**src/rtl/hba_reset_pkg.sv**
```systemverilog
// Shared state encoding and sizing helper for the board reset sequencer.
// The state values are visible on seq_state, so keep them in step with any register map.
package hba_reset_pkg;

    localparam int STATE_WIDTH = 3;

    typedef enum logic [STATE_WIDTH-1:0] {
        WAIT_LOCK   = 3'd0,
        LOCK_FILTER = 3'd1,
        HOLD        = 3'd2,
        RELEASE     = 3'd3,
        RUN         = 3'd4
    } seq_state_e;

    function automatic int max3(input int a, input int b, input int c);
        int m;
        m = (a > b) ? a : b;
        return (m > c) ? m : c;
    endfunction

endpackage

```
**src/rtl/hba_sync.sv**
```systemverilog
// Single-bit multi-flop synchroniser for a level signal crossing into clk.
// Clears to 0, so a freshly reset design never sees a stale lock.
module hba_sync #(
    parameter int STAGES = 2
) (
    input  logic clk,
    input  logic reset,
    input  logic level,
    output logic level_sync
);

    logic [STAGES-1:0] chain;

    always_ff @(posedge clk or posedge reset) begin
        if (reset) begin
            chain <= '0;
        end else begin
            chain <= {chain[STAGES-2:0], level};
        end
    end

    assign level_sync = chain[STAGES-1];

endmodule

```
**src/rtl/hba_reset_seq.sv**
```systemverilog
// Power-on and runtime reset sequencer: qualifies PLL lock, holds all domains,
// then releases them in staggered order, re-sequencing on lock loss or software request.
module hba_reset_seq
    import hba_reset_pkg::*;
#(
    parameter int NUM_DOMAINS        = 3,
    parameter int HOLD_CYCLES        = 10,
    parameter int STAGE_GAP          = 4,
    parameter int LOCK_STABLE_CYCLES = 8,
    parameter int SYNC_STAGES        = 2,
    parameter int LOSS_CNT_WIDTH     = 8
) (
    input  logic                      clk,
    input  logic                      reset,
    input  logic                      pll_locked,
    input  logic                      sw_reset_req,
    output logic [NUM_DOMAINS-1:0]    rst_out,
    output logic                      sys_ready,
    output logic [STATE_WIDTH-1:0]    seq_state,
    output logic [LOSS_CNT_WIDTH-1:0] lock_loss_count
);

    localparam int CNT_W   = $clog2(max3(HOLD_CYCLES, STAGE_GAP, LOCK_STABLE_CYCLES)) + 1;
    localparam int STAGE_W = (NUM_DOMAINS > 1) ? $clog2(NUM_DOMAINS) : 1;

    localparam logic [CNT_W-1:0]   LOCK_LAST  = CNT_W'(LOCK_STABLE_CYCLES - 1);
    localparam logic [CNT_W-1:0]   HOLD_LAST  = CNT_W'(HOLD_CYCLES - 1);
    localparam logic [CNT_W-1:0]   GAP_LAST   = CNT_W'(STAGE_GAP - 1);
    localparam logic [STAGE_W-1:0] LAST_STAGE = STAGE_W'(NUM_DOMAINS - 1);

    seq_state_e         state;
    seq_state_e         state_next;
    logic [CNT_W-1:0]   cnt;
    logic [CNT_W-1:0]   cnt_next;
    logic [STAGE_W-1:0] stage;
    logic [STAGE_W-1:0] stage_next;
    logic               lock_s;
    logic               loss_event;

    hba_sync #(
        .STAGES (SYNC_STAGES)
    ) u_lock_sync (
        .clk        (clk),
        .reset      (reset),
        .level      (pll_locked),
        .level_sync (lock_s)
    );

    always_ff @(posedge clk or posedge reset) begin
        if (reset) begin
            state <= WAIT_LOCK;
            cnt   <= '0;
            stage <= '0;
        end else begin
            state <= state_next;
            cnt   <= cnt_next;
            stage <= stage_next;
        end
    end

    // Lock only counts as lost once it had been qualified (HOLD onwards).
    assign loss_event = !lock_s && (state == HOLD || state == RELEASE || state == RUN);

    always_ff @(posedge clk or posedge reset) begin
        if (reset) begin
            lock_loss_count <= '0;
        end else if (loss_event && (lock_loss_count != '1)) begin
            lock_loss_count <= lock_loss_count + LOSS_CNT_WIDTH'(1);
        end
    end

    always_comb begin
        state_next = state;
        cnt_next   = cnt;
        stage_next = stage;
        unique case (state)
            WAIT_LOCK: begin
                if (lock_s) state_next = LOCK_FILTER;
            end
            LOCK_FILTER: begin
                if (!lock_s)                state_next = WAIT_LOCK;
                else if (cnt == LOCK_LAST)  state_next = HOLD;
                else                        cnt_next   = cnt + CNT_W'(1);
            end
            HOLD: begin
                if (!lock_s)                state_next = WAIT_LOCK;
                else if (cnt == HOLD_LAST)  state_next = RELEASE;
                else                        cnt_next   = cnt + CNT_W'(1);
            end
            RELEASE: begin
                if (!lock_s)                    state_next = WAIT_LOCK;
                else if (sw_reset_req)          state_next = HOLD;
                else if (stage == LAST_STAGE)   state_next = RUN;
                else if (cnt == GAP_LAST) begin
                    stage_next = stage + STAGE_W'(1);
                    cnt_next   = '0;
                end else begin
                    cnt_next   = cnt + CNT_W'(1);
                end
            end
            RUN: begin
                if (!lock_s)           state_next = WAIT_LOCK;
                else if (sw_reset_req) state_next = HOLD;
            end
            default: state_next = WAIT_LOCK;
        endcase
        // Every state entry starts timing and staging from scratch.
        if (state_next != state) begin
            cnt_next   = '0;
            stage_next = '0;
        end
    end

    always_comb begin
        rst_out   = '1;
        sys_ready = 1'b0;
        unique case (state)
            RELEASE: begin
                for (int i = 0; i < NUM_DOMAINS; i++) begin
                    rst_out[i] = (STAGE_W'(i) > stage);
                end
            end
            RUN: begin
                rst_out   = '0;
                sys_ready = 1'b1;
            end
            default: ;
        endcase
    end

    assign seq_state = state;

endmodule

```
**config.mk**
```make
export PLATFORM = sky130hd
export DESIGN_NAME = hba_reset_seq
export DESIGN_NICKNAME = d
export VERILOG_FILES = /design/src/rtl/hba_reset_pkg.sv /design/src/rtl/hba_sync.sv /design/src/rtl/hba_reset_seq.sv
export SDC_FILE = /design/constraint.sdc
export NUM_CORES = 1
export LEC_CHECK = 0
export ABC_CLOCK_PERIOD_IN_PS = 2500
export CORE_MARGIN = 4
export CORE_UTILIZATION = 25
export CTS_BUF_LIST = sky130_fd_sc_hd__clkbuf_8
export CTS_CLUSTER_SIZE = 40
export DETAILED_ROUTE_END_ITERATION = 7
export GPL_TIMING_DRIVEN = 0
export HOLD_SLACK_MARGIN = 0.02
export MAX_ROUTING_LAYER = met4
export RECOVER_POWER = 50
export SLEW_MARGIN = 20
export SYNTH_ARGS = -nofsm -noshare
export SYNTH_HDL_FRONTEND = slang
export SYNTH_SLANG_ARGS = --single-unit
```
**constraint.sdc**
```tcl
create_clock -name clk -period 2.5 [get_ports clk]
set_clock_uncertainty 0.15 [all_clocks]
set_input_delay 0.375 -clock clk [delete_from_list [all_inputs] [get_ports clk]]
set_output_delay 0.375 -clock clk [all_outputs]
set_load 0.1 [all_outputs]
```
==> results of run 1 <==
==> metal layers <==
| layer | track usage | up-vias | part of all wire |
|---|---|---|---|
| li1 | - | 499 | - |
| met1 | 0.1205 | 453 | 0.51 |
| met2 | 0.1396 | 13 | 0.44 |
| met3 | 0.02408 | 4 | 0.038 |
| met4 | 0.02972 | 0 | 0.014 |
| met5 | - | - | 0 |
==> registers in the layout, indices dropped and copies added, names as in the netlist <==
register           flops
seq_state              3
stage                  2
cnt                    5
lock_loss_count        8
u_lock_sync.chain      2
==> cells by family (layout without fill, tap and decap cells) <==
group / count (synthesis) / count (layout) / share of synthesized area
AND/OR/NAND/NOR: 48 / 48 / 0.2480
buffers and inverters: 12 / 34 / 0.05566
AO/OA/AOI/OAI: 29 / 29 / 0.1599
flip-flops: 20 / 20 / 0.4049
XOR/XNOR: 9 / 9 / 0.06377
adder cells (fa/ha/maj): 5 / 5 / 0.05061
multiplexers: 2 / 2 / 0.01721
==> stage by stage <==
step	std cells	hold slack [ps]	setup TNS [ps]
floorplan	125	181.2	-2275
global placement	210	186.5	-759.0
detailed placement	210	186.3	-762.1
CTS	214	204.1	0
global route	214	208.6	0
finish	214	202.8	0
==> layout make-up <==
class,instances,area [µm²]
inverter,8,30.03
multi-input combinational,93,673.1
clock buffer,4,55.05
tap,67,83.83
buffer,4,38.79
sequential,20,506.7
timing repair buffer,18,185.2
fill,505,3182
==> cell usage in the layout, fill, tap and decap left out, types with 2 or more instances in the layout <==
master / instances
o21a_1: 2
dfrtp_2: 2
buf_6: 3
clkbuf_8: 4
a21oi_2: 3
inv_1: 8
nand2_1: 5
o21ai_1: 2
nor2_1: 7
dfrtp_1: 17
a211oi_2: 2
nand3_1: 5
nand2b_1: 2
a21oi_1: 8
nor3_1: 7
clkdlybuf4s15_2: 4
nor2b_1: 2
nor4_1: 2
ha_1: 5
nand4bb_1: 2
xor2_1: 8
clkdlybuf4s50_1: 12
dlygate4sd3_1: 2
or3_1: 2
o21ai_0: 4
==> worst paths after layout <==
| check | startpoint | to | slack [ps] | cells past startpoint |
|---|---|---|---|---|
| setup reg to reg | seq_state[0] | lock_loss_count[1] | 390 | 5 |
| hold reg to reg | u_lock_sync.chain[0] | u_lock_sync.chain[1] | 200 | 0 |
| hold / removal | u_lock_sync.chain[0] | u_lock_sync.chain[1] | 200 | 0 |
| min in group asynchronous | reset | stage[1] | 540 | 2 |
| setup / recovery | lock_loss_count[0] | lock_loss_count[0] | 100 | 1 |
| max in group asynchronous | reset | seq_state[0] | 1090 | 2 |
==> power by group through the flow <==
| stage | combinational, µW | clock, µW | sequential, µW |
|---|---|---|---|
| 6_report | 40.5 | 249 | 332 |
| 5_1_grt | 45.6 | 272 | 333 |
| 4_1_cts | 42.7 | 261 | 332 |
| 3_5_place_dp | 42.5 | 0 | 338 |
| 3_3_place_gp | 42.0 | 0 | 338 |
| 2_1_floorplan | 22.6 | 0 | 343 |
==> impl_metrics.csv, run 1 <==
group,metric,value,unit
detailed_routing,vias_per_cell,4.528,
yosys,synth_top_area_share,0.4049,
run_status,outcome,"finished, final reports clean",
final_layout,nets,157,
grt,grt_pass1_wl,4450,µm
grt,grt_usage,0.09222,
yosys,yosysSeqAreaShare,0.4049,
detailed_routing,ant_nets,0,
detailed_routing,drc,0,
worst_hold_path,hold_class,"flop to flop",
critical_path,cp_max_fo,6,
sta,rsz0062_at_grt,"no",
yosys,netlist_area,0.001236,mm²
clock_network,cts.sinks,20,
clock_network,ctsResizeCount,12,
place,place_area,0.001519,mm²
yosys,synthCells,125,
sta,maxSlewViolCount,0,
detailed_routing,drt_iter0_markers,59,
yosys,ys_types,45,
sta,post-route-period-util,0.9616,
sta,worst_slew_pin_slew,970.9,ps
pwr,seq_power_share,0.534,
final_layout,syn2layout_area_growth,27.23,%
critical_path,worst_setup_path_start_kind,"flop",
clock_network,cts_tree,"yes",
critical_path,crit_path_end_kind,"output pin",
grt,antenna_found_initial,0,
floorplanning,rows,25,
yosys,ys_seq_elements,20,
clock_network,clock_latency,260,ps
yosys,synth.most_common_cell,"dfrtp_1",
sta,setup_violations,0,
yosys,synth_area_leaders,"dfrtp_1 (40%), xor2_1 (5.7%), ha_1 (5.1%)",
critical_path,crit_buf_inv,1,
sta,finalHoldViolations,0,
pwr,switching_power,139.4,µW
sta,min_period,2404,ps
clock_network,clk_pin_slew,70,ps
place,io_buffers,18,
clock_network,h-tree-depth,1,
place,pre_cts_slack,-223.3,ps
yosys,async_flop_share,1.000,
grt,grt_pass1_vias,932,
detailed_routing,vias,969,
detailed_routing,wl_per_cell,11.59,µm
clock_network,cts.path.max_buffers,2,
sta,finalWorstSetupSlack,96.00,ps
final_layout,stdcell_area,0.001573,mm²
pwr,p_leak,0.0006612,µW
pwr,internal-power,482.0,µW
floorplanning,die_y,78.32,µm
critical_path,required,1980,ps
pwr,switching_share,0.2244,
sta,slew_headroom,0.3507,
run,max-cap-violations,0,
yosys,synth_common_cells,"dfrtp_1 (20), a21oi_1 (10), inv_1 (8), nor2_1 (8), xor2_1 (8)",
final_layout,drive_above_1_share,0.1769,
yosys,syn_nets,134,
pwr,clockPowerShare,0.401,
yosys,synthFlopType,"dfrtp_1",
pwr,peakVddDrop,0.2897,mV
critical_path,max_stage_delay,1170,ps
grt,overflow,0,
floorplanning,coreArea,0.004755,mm²
critical_path,critPathKind,"flop to output pin",
pwr,pwr-share-comb,0.065,
place,routabilityCongestion,0.8261,
yosys,yosys.area.top_type,"dfrtp_1",
final_layout,antenna_cells,0,
yosys,ys_warn_count,0,
critical_path,critPathTopFamily,"buffers and inverters",
clock_network,cts_inserted_buffers,3,
critical_path,cp.arrival,1880,ps
floorplanning,design.die.area,0.006134,mm²
clock_network,root_buffer,"clkbuf_8",
clock_network,post-cts-setup-buffers,0,
clock_network,cts_hold_buf,0,
critical_path,worstPathCellList,"clkdlybuf4s50_1",
yosys,avgSynthCellArea,9.889,µm²
yosys,synth_enable_flop_cells,0,
place,dp_hpwl,1812,µm
detailed_routing,drt_wl_total,2481,µm
floorplanning,io_pins,19,
critical_path,cp_slowest_cell,"clkdlybuf4s50_1",
floorplanning,fp.dieW,78.32,µm
detailed_routing,dr.pass1.iters,4,
final_layout,final_core_util,0.3308,
grt,grt_max_degree,21,
sta,fmax,416.0,MHz
pwr,power_density,395.1,mW/mm²
pwr,power,621.4,µW
floorplanning,initial_core_util,0.2600,
Note: power is estimated with default switching activity, not from simulation.
==> run 2, diff against run 1 <==
RECOVER_POWER = 100   (was 50)
==> impl_metrics.csv, run 2 (same netlist as run 1, synthesis figures left out) <==
group,metric,value,unit
run_status,outcome,"finished, final reports clean",
sta,finalWorstSetupSlack,86.51,ps
final_layout,drive_above_1_share,0.1429,
detailed_routing,vias_per_cell,4.542,
sta,setup_violations,0,
place,dp_hpwl,1812,µm
sta,finalHoldViolations,0,
pwr,switching_share,0.2228,
detailed_routing,drt_iter0_markers,58,
critical_path,path_common_cell,"buf_6",
clock_network,clock_latency,260,ps
worst_hold_path,hold_class,"flop to flop",
grt,grt_usage,0.09222,
detailed_routing,wl_met2,1068,µm
critical_path,worst_setup_path_start_kind,"flop",
final_layout,syn2layout_area_growth,25.81,%
clock_network,cts_inserted_buffers,3,
floorplanning,io_pins,19,
pwr,clockPowerShare,0.401,
sta,slew_headroom,0.3443,
grt,antenna_found_initial,0,
final_layout,largest_register,"lock_loss_count",
grt,grt_pass1_vias,932,
detailed_routing,met3_length,95,µm
final_layout,stdcell_area,0.001555,mm²
pwr,p_leak,0.0006726,µW
pwr,power,618.5,µW
floorplanning,die_y,78.32,µm
pwr,switching_power,137.8,µW
detailed_routing,dr.pass1.iters,4,
clock_network,cts.sinks,20,
grt,grt_pass1_wl,4450,µm
final_layout,nets,157,
floorplanning,coreArea,0.004755,mm²
floorplanning,initial_core_util,0.2600,
sta,min_period,2413,ps
place,place_area,0.001519,mm²
final_layout,layout_commonest_cell,"dfrtp_1",
clock_network,cts.path.max_buffers,2,
place,routabilityCongestion,0.8261,
pwr,seq_power_share,0.536,
critical_path,critPathKind,"flop to output pin",
place,pre_cts_slack,-223.3,ps
clock_network,clk_pin_slew,80,ps
clock_network,root_buffer,"clkbuf_8",
pwr,pwr-share-comb,0.063,
critical_path,crit_path_end_kind,"output pin",
critical_path,cp.arrival,1890,ps
sta,rsz0062_at_grt,"no",
grt,grt_max_degree,21,
pwr,internal-power,480.7,µW
detailed_routing,vias,972,
final_layout,final_cell_mix,"dfrtp_1 (17), a21oi_1 (9)",
clock_network,cts_tree,"yes",
detailed_routing,wl_per_cell,11.63,µm
floorplanning,fp.dieW,78.32,µm
pwr,peakVddDrop,0.2883,mV
critical_path,cp_slowest_cell,"clkdlybuf4s15_2",
clock_network,h-tree-depth,1,
final_layout,antenna_cells,0,
critical_path,worstRegToRegCells,5,
final_layout,largest_reg_flops,8,
grt,overflow,0,
place,io_buffers,18,
worst_hold_path,hold_depth,0,
critical_path,max_stage_delay,570,ps
sta,fmax,414.3,MHz
detailed_routing,routed.top_layer,"met4",
floorplanning,design.die.area,0.006134,mm²
detailed_routing,wl_met1,1291,µm
run,max-cap-violations,0,
critical_path,cp_max_fo,9,
pwr,power_density,397.7,mW/mm²
sta,worst_slew_pin_slew,980.3,ps
final_layout,final_core_util,0.3271,
sta,maxSlewViolCount,0,
sta,post-route-period-util,0.9654,
detailed_routing,drt_wl_total,2489,µm
floorplanning,rows,25,
critical_path,required,1980,ps
detailed_routing,drc,0,
detailed_routing,ant_nets,0,
critical_path,worstPathCellList,"buf_6 > and3b_4 > buf_6 > a21oi_1 > clkdlybuf4s15_2",
-- run 2: layout make-up --
class                      instances  area (µm²)
inverter                           8       30.03
multi-input combinational         93       655.6
sequential                        20       506.7
tap                               67       83.83
clock buffer                       4       55.05
fill                             508        3199
buffer                             4       38.79
timing repair buffer              18       185.2
-- run 2: power by group through the flow --
stage	Clock, µW	Sequential (µW)	Combinational (µW)
detailed placement	0	338	42.5
CTS	261	332	42.7
global placement	0	338	42.0
global route	272	332	43.8
finish	248	332	38.9
floorplan	0	343	22.6
-- run 2: final timing paths --
check / endpoint / slack, ps / start
max in group asynchronous: seq_state[0] / 1090 / reset
min in group asynchronous: stage[1] / 540 / reset
setup / recovery: rst_out[1] / 90 / seq_state[0]
hold / removal: u_lock_sync.chain[1] / 200 / u_lock_sync.chain[0]
setup reg to reg: lock_loss_count[1] / 420 / seq_state[0]
hold reg to reg: u_lock_sync.chain[1] / 200 / u_lock_sync.chain[0]
-- run 2: what timing repair did --
item / in CTS / in global routing
buffers inserted: 0 / 0
resized for setup: 12 / 0
hold buffers: 0 / 0
endpoints found under the setup margin: 4 / 0
endpoints found under the hold margin: 0 / 0
-- run 2: per-stage QoR --
step	setup TNS, ps	cells	hold WS [ps]
after global routing	0	214	208.6
final	0	214	202.6
after detailed placement	-762.1	210	186.3
after CTS	0	214	204.1
after floorplan	-2275	125	181.2
after global placement	-759.0	210	186.5
-- run 2: per-layer routing --
metal,up-vias,global-route usage
li1,501,-
met1,454,0.1205
met2,13,0.1396
met3,4,0.02408
met4,0,0.02972
met5,-,-
-- run 2: critical path, delay by kind of cell (launching register included) --
family	cells	cell delay, ps
AO/OA/AOI/OAI	1	130
buffers and inverters	3	840
flip-flops	1	480
AND/OR/NAND/NOR	1	180
